`src/rtl/fetch_stall_ctrl.sv`:
```
// Fetch/stall controller: load-use interlock, I-mem wait and redirect squash, fetch watchdog.
// Optional FETCH_STALL_PERFCNT_EN adds stall_cycles/flush_count performance counters.
module fetch_stall_ctrl #(
    parameter int WDOG_W = 8
) (
    input  logic        clk,
    input  logic        clrn,
    input  logic        imem_ack,
    output logic        imem_req,
    input  logic [4:0]  rs,
    input  logic [4:0]  rt,
    input  logic        use_rs,
    input  logic        use_rt,
    input  logic [4:0]  ern,
    input  logic        ewreg,
    input  logic        em2reg,
    input  logic [1:0]  pcsrc,
    output logic        wpcir,
    output logic        wir,
    output logic        if_nop,
    output logic        id_bubble,
    output logic [1:0]  state,
    output logic        fetch_err,
    output logic [31:0] stall_cycles,
    output logic [15:0] flush_count
);

    localparam logic [1:0] S_BOOT  = 2'd0;
    localparam logic [1:0] S_RUN   = 2'd1;
    localparam logic [1:0] S_MISS  = 2'd2;
    localparam logic [1:0] S_REDIR = 2'd3;

    localparam logic [WDOG_W-1:0] WDOG_MAX = '1;

    logic [1:0]        state_q, state_d;
    logic [WDOG_W-1:0] wdog_q, wdog_d;
    logic              fetch_err_q, fetch_err_d;
    logic              load_use;
    logic              redirect;

    assign load_use = ewreg & em2reg & (ern != 5'd0) &
                      ((use_rs & (rs == ern)) | (use_rt & (rt == ern)));
    assign redirect = (pcsrc != 2'b00);

    // imem_req depends on state only, so there is no ack-to-req combinational path.
    always_comb begin
        state_d  = state_q;
        imem_req = 1'b0;
        wpcir    = 1'b0;
        wir      = 1'b0;
        if_nop   = 1'b0;
        if (state_q == S_BOOT) begin
            state_d = S_RUN;
        end else begin
            imem_req = 1'b1;
            if (load_use) begin
                state_d = imem_ack ? S_RUN : S_MISS;
            end else if (imem_ack) begin
                wpcir   = 1'b1;
                wir     = 1'b1;
                if_nop  = redirect;
                state_d = S_RUN;
            end else begin
                state_d = redirect ? S_REDIR : S_MISS;
            end
        end
        id_bubble = ~wir;
    end

    always_comb begin
        wdog_d      = wdog_q;
        fetch_err_d = fetch_err_q;
        if (imem_ack || (state_q == S_RUN && state_d == S_RUN)) begin
            wdog_d = '0;
        end else if ((state_q == S_MISS || state_q == S_REDIR) && wdog_q != WDOG_MAX) begin
            wdog_d = wdog_q + 1'b1;
        end
        if (wdog_d == WDOG_MAX) begin
            fetch_err_d = 1'b1;
        end
    end

    always_ff @(posedge clk or negedge clrn) begin
        if (!clrn) begin
            state_q     <= S_BOOT;
            wdog_q      <= '0;
            fetch_err_q <= 1'b0;
        end else begin
            state_q     <= state_d;
            wdog_q      <= wdog_d;
            fetch_err_q <= fetch_err_d;
        end
    end

    assign state     = state_q;
    assign fetch_err = fetch_err_q;

`ifdef FETCH_STALL_PERFCNT_EN
    logic [31:0] stall_q, stall_d;
    logic [15:0] flush_q, flush_d;

    always_comb begin
        stall_d = stall_q + ((state_q != S_BOOT && !wir) ? 32'd1 : 32'd0);
        flush_d = flush_q + {15'd0, if_nop};
    end

    always_ff @(posedge clk or negedge clrn) begin
        if (!clrn) begin
            stall_q <= '0;
            flush_q <= '0;
        end else begin
            stall_q <= stall_d;
            flush_q <= flush_d;
        end
    end

    assign stall_cycles = stall_q;
    assign flush_count  = flush_q;
`else
    assign stall_cycles = '0;
    assign flush_count  = '0;
`endif

endmodule

```
`config.mk`:
```
export PLATFORM = sky130hd
export DESIGN_NAME = fetch_stall_ctrl
export DESIGN_NICKNAME = d
export VERILOG_FILES = /design/src/rtl/fetch_stall_ctrl.sv
export SDC_FILE = /design/constraint.sdc
export NUM_CORES = 1
export LEC_CHECK = 0
export ABC_CLOCK_PERIOD_IN_PS = 2000
export CORE_MARGIN = 5
export CORE_UTILIZATION = 30
export DETAILED_ROUTE_END_ITERATION = 7
export PLACE_DENSITY = 0.79
export SYNTH_ARGS = -nofsm -noshare
export SYNTH_HDL_FRONTEND = slang
export SYNTH_SLANG_ARGS = --single-unit
```
`constraint.sdc`:
```
create_clock -name clk -period 2 [get_ports clk]
set_clock_uncertainty 0.05 [all_clocks]
set_input_delay 0.3 -clock clk [delete_from_list [all_inputs] [get_ports clk]]
set_output_delay 0.3 -clock clk [all_outputs]
set_load 0.02 [all_outputs]
```
**Word level (Yosys, flattened, before mapping)**

Cells that the tools add are included.

- Bits in registers: 11
- Input port bits: 24
- Output and inout bits: 56
- Logic and storage cells: 40

- $add $sub $neg: 1
- Equal/unequal tests: 8
- Muxes and demuxes: 14
- Bitwise logic cells: 7
- Reduce and logical (&&, ||, !) cells: 7

Operators by type and width:

| kind | number |
|---|---|
| 8-bit two-way mux | 2 |
| 5-bit == test | 2 |
| 8-bit by 1-bit adder with 8-bit output (second input constant) | 1 |
| 8-bit == test (second input constant) | 1 |
| 1-bit two-way mux | 8 |
| 2-bit two-way mux | 4 |
| 8-bit != test (second input constant) | 1 |
| 1-bit bitwise AND | 5 |
| 5-bit nonzero test | 1 |
| 2-bit by 1-bit == test with 1-bit output (second input constant) | 2 |
| 2-bit == test (second input constant) | 2 |
| 1-bit logical AND | 2 |
| 2-bit zero test | 1 |
| 1-bit logical OR | 2 |
| 2-bit nonzero test | 1 |
| 1-bit NOT | 1 |
| 1-bit bitwise OR | 1 |

**Logic depth before layout (Yosys ltp)**

- Depth in word-level cells: 11
- Mapped depth: 6
- Depth with buffers taken out: 6

**Worst setup path after synthesis**

OpenSTA, ideal clock, no wires.

- Kind: input to output
- Start: input ern[1]
- End: output wpcir
- Data arrival time: 1.608 ns
- Required time: 1.650 ns
- Slack: 0.042 ns
- Stages: 5
- Path buffers: 1
- Path through: or4_1 o211ai_1 a21oi_1 nor2_1 buf_4

- Word-level cells in the longest chain between the ends: 6
- Elaborated cells between the ends (all ways): 10
- Those cells by class: 2 x eq/ne; 2 x mux; 5 x bitwise; 1 x reduce/logical

RTL lines:

| element | RTL line | RTL |
|---|---|---|
| start, declared | 14 | `input logic [4:0] ern,` |
| 5-bit == test | 42 | `((use_rs & (rs == ern)) \| (use_rt & (rt == ern)));` |
| 1-bit bitwise AND | 42 |  |
| 1-bit bitwise OR | 42 |  |
| 1-bit bitwise AND * | 41 | `assign load_use = ewreg & em2reg & (ern != 5'd0) &` |
| 1-bit two-way mux * (2 in a row) | -- |  |
| end, declared | 18 | `output logic wpcir,` |

Every way passes the cells marked *; elsewhere a longest branch is shown, timed or not.

**Worst setup path after layout**

- Start: input ern[3]
- End: output id_bubble

- Word-level cells in the longest chain between the ends: 7
- Elaborated cells between the ends (all ways): 11
- Those cells by class: 2 x eq/ne; 2 x mux; 6 x bitwise; 1 x reduce/logical

RTL lines:

| element | RTL line | RTL |
|---|---|---|
| 5-bit == test | 42 |  |
| 1-bit bitwise AND | 42 |  |
| 1-bit bitwise OR | 42 |  |
| 1-bit bitwise AND * | 41 |  |
| 1-bit two-way mux * | 56 | `if (load_use) begin` |
| 1-bit two-way mux * | 52 | `if (state_q == S_BOOT) begin` |
| 1-bit NOT * | 67 | `id_bubble = ~wir;` |
| end, declared | 21 | `output logic id_bubble,` |

Marked as above.

==> impl_metrics.json <==
{
  "run_status": "complete, no violations",
  "grt_setup_unrepaired": "false",
  "cp_cell_sequence": "buf_2 > or4_4 > o211ai_1 > a21oi_2 > or2_1 > buf_6",
  "synth_sequential_area_ratio": 0.251,
  "x_dimension_of_the_die_um": 70.5,
  "gp_congestion": 0.934,
  "rows": 22,
  "timing_max_transition_violations_final": 0,
  "io_buffer_count": 31,
  "vias_in_the_first_global_route": 781,
  "final_nets": 188,
  "crit_path_required_time_ns": 1.65,
  "pwr-share-seq": 0.353,
  "cts_hold_buf": 0,
  "1st_pass_router_iterations": 4,
  "p_clk_frac": 0.347,
  "setup_total_negative_slack_ns": 0,
  "hold_viol_final": 0,
  "worst_ep_arrival_time_ns": 1.60,
  "post_synth.cell_area_avg_um2": 8.57,
  "timing.max_cap.violations": 0,
  "crit_buf_inv": 2,
  "internal_power_w": 0.000430,
  "clk_transition_reported_paths_ns": 0.05,
  "syn_to_layout_area_delta_pct": 18.5,
  "maxClockFrequency_ghz": 0.513,
  "via_count": 875,
  "synth_cell_types": 34,
  "yosysWarningCount": 0,
  "worstSetupEndpointType": "output port",
  "synthCells": 128,
  "clockRootBuffer": "clkbuf_8",
  "grt_start_max_net_pins": 12,
  "hpwlAfterDp_um": 1890,
  "drt-total-wl_um": 2300,
  "wire_length_of_the_first_global_routing_pass_um": 3350,
  "power.static_leakage_nw": 0.643,
  "worst_slew_pin_slew_ns": 0.528,
  "cts_buffers": 3,
  "path_delay_family": "simple AND/OR/NAND/NOR gates",
  "cts_tree": "yes",
  "criticalPathCategory": "primary input to output port",
  "critical_path.startpoint_type": "primary input",
  "critical_path.slowest_cell": "or4_4",
  "setup_viol": 0,
  "detail_route.wl_per_cell_um": 11.0,
  "fin_util": 0.361,
  "antennaDiodeCount": 0,
  "relSlewSlack": 0.647,
  "io_pins": 80,
  "drt-vias-per-instance": 4.17,
  "postCtsSetupRepairBufs": 0,
  "count_of_routing_violations_after_the_opening_detailed_route_iteration": 52,
  "synth.cell_area_mm2": 0.00110,
  "hold_path.class": "primary input to asynchronous set/reset pin",
  "antenna_found_initial": 0,
  "grt_util_all_layers": 0.0857,
  "timing.critical_path.slowest_cell_delay_ns": 0.52,
  "remaining_overflow_grt": 0,
  "period_minus_slack_ns": 1.95,
  "total_switching_power_w": 0.000236,
  "ys_ff_latch": 11,
  "cellPowerDensity_mw_per_mm2": 512,
  "post_route_cells_drive_above_1_share": 0.142,
  "clk-insertion-delay-late_ns": 0.24,
  "area_of_the_die_mm2": 0.00497,
  "p_sw_frac": 0.355,
  "drc": 0,
  "htree_num_levels": 1,
  "final.hold.worst_slack_ns": 0.354,
  "worst_supply_voltage_drop_on_vdd_v": 0.000218,
  "final_antenna_net_count": 0,
  "number_of_clock_sinks_seen_by_cts": 11,
  "initial_utilization": 0.304,
  "chipHeight_um": 70.5,
  "combinationalPowerShare": 0.300,
  "core_mm2": 0.00361,
  "final_clock_period_utilization_by_the_worst_path": 0.975,
  "clockBufferDepth": 2,
  "worst-path-max-fanout": 4
}
## cell usage in the layout, fill, tap and decap left out, drive strengths merged
cell	count
a211oi	2
a21oi	4
a31oi	4
a41o	1
and3	4
and4	2
and4b	1
buf	9
clkbuf	4
clkdlybuf4s50	15
clkinv	1
conb	48
dfrtp	11
dlygate4sd2	7
dlymetal6s2s	1
ha	1
nand2	5
nand3	6
nand3b	1
nand4	1
nor2	6
nor2b	2
nor3	3
nor3b	1
nor4	2
nor4bb	1
o211ai	1
o21ai	3
o21bai	1
or2	2
or4	1
xnor2	2
xor2	9
## synthesized netlist by cell type (all sizes together)
master  instances  area share
a211oi          2       0.023
nor2b           2       0.011
nor3b           1      0.0068
and4b           1      0.0091
nand3b          1      0.0068
nor2            6       0.021
or4             1      0.0068
o21bai          1      0.0068
or2             2       0.011
nand2           5       0.019
nor4            2       0.011
buf            50        0.34
dfrtp          11        0.25
a41o            1      0.0091
nor4bb          1      0.0091
o21ai           3       0.014
and3            4       0.024
ha              1       0.011
a21oi           4       0.018
nand4           1      0.0057
xor2            9       0.072
nor3            3       0.018
conb            1      0.0034
o211ai          1      0.0068
nand3           6       0.027
and4            2       0.018
xnor2           2       0.016
a31oi           4       0.023
## sequential cells by signal, indices dropped and copies added, names as in the netlist
signal / flops
wdog_q: 8
fetch_err: 1
state: 2
## routing by layer
layer / track usage / routed length [µm] / up-vias
met1: 0.102 / 917 / 403
li1: - / - / 414
met2: 0.128 / 1010 / 54
met5: 0 / 0 / -
met4: 0.0319 / 29 / 0
met3: 0.0475 / 343 / 4
## area by class of cell
cell class	count	area, µm²
clock buffer	3	41.3
sequential	11	275
multi-input combinational	114	633
fill	398	2310
tap	48	60.1
timing repair buffer	33	285
clock inverter	1	5.00
## metrics by stage
| stage | instance area (µm²) | setup WS (ns) | total power, W | cells |
|---|---|---|---|---|
| global placement | 1290 | -0.738 | 0.000447 | 206 |
| finish | 1300 | 0.0493 | 0.000666 | 210 |
| global route | 1300 | 0.00102 | 0.000703 | 210 |
| CTS | 1310 | 0.00136 | 0.000674 | 210 |
| detailed placement | 1290 | -0.772 | 0.000448 | 206 |
| floorplan | 1270 | 0.0420 | 0.000439 | 175 |
## worst register-to-register path, delay by kind of cell, from the launching register on
family | cells | cell delay, ns
simple gates | 3 | 0.73
flops | 1 | 0.41
compound gates | 2 | 0.28
fa+ha+maj | 1 | 0.25
## power by group through the flow
stage / clock [W] / sequential [W] / combinational, W
2_1_floorplan: 0 / 0.000242 / 0.000197
3_3_place_gp: 0 / 0.000238 / 0.000208
3_5_place_dp: 0 / 0.000239 / 0.000209
4_1_cts: 0.000240 / 0.000235 / 0.000199
5_1_grt: 0.000252 / 0.000236 / 0.000215
6_report: 0.000231 / 0.000235 / 0.000200
## timing repair
action / in CTS / in global routing
gates resized for setup: 40 / 4
pin swaps: 9 / 6
endpoints found under the setup margin: 4 / 4
## final timing paths
| kind | to | from | cells past startpoint | slack [ns] |
|---|---|---|---|---|
| max | id_bubble | ern[3] | 6 | 0.05 |
| min | wdog_q[1]$_DFF_PN0_ | clrn | 1 | 0.35 |
| max reg2reg | fetch_err$_DFFE_PN0N_ | wdog_q[0]$_DFF_PN0_ | 6 | 0.22 |
| min reg2reg | fetch_err$_DFFE_PN0N_ | fetch_err$_DFFE_PN0N_ | 1 | 0.43 |
| max in group asynchronous | wdog_q[4]$_DFF_PN0_ | clrn | 1 | 1.20 |
| min in group clk | fetch_err$_DFFE_PN0N_ | fetch_err$_DFFE_PN0N_ | 1 | 0.43 |
## cell families (layout without fill, tap and decap cells)
logic type,Yosys count,count (layout),synth area share
simple gates,38,38,0.206
flops,11,11,0.251
fa+ha+maj,1,1,0.0114
compound gates,16,16,0.100
other cells,1,48,0.00342
xor+xnor,11,11,0.0878
buf+inv,50,37,0.340
No activity file was read; power rests on OpenSTA's default activity.
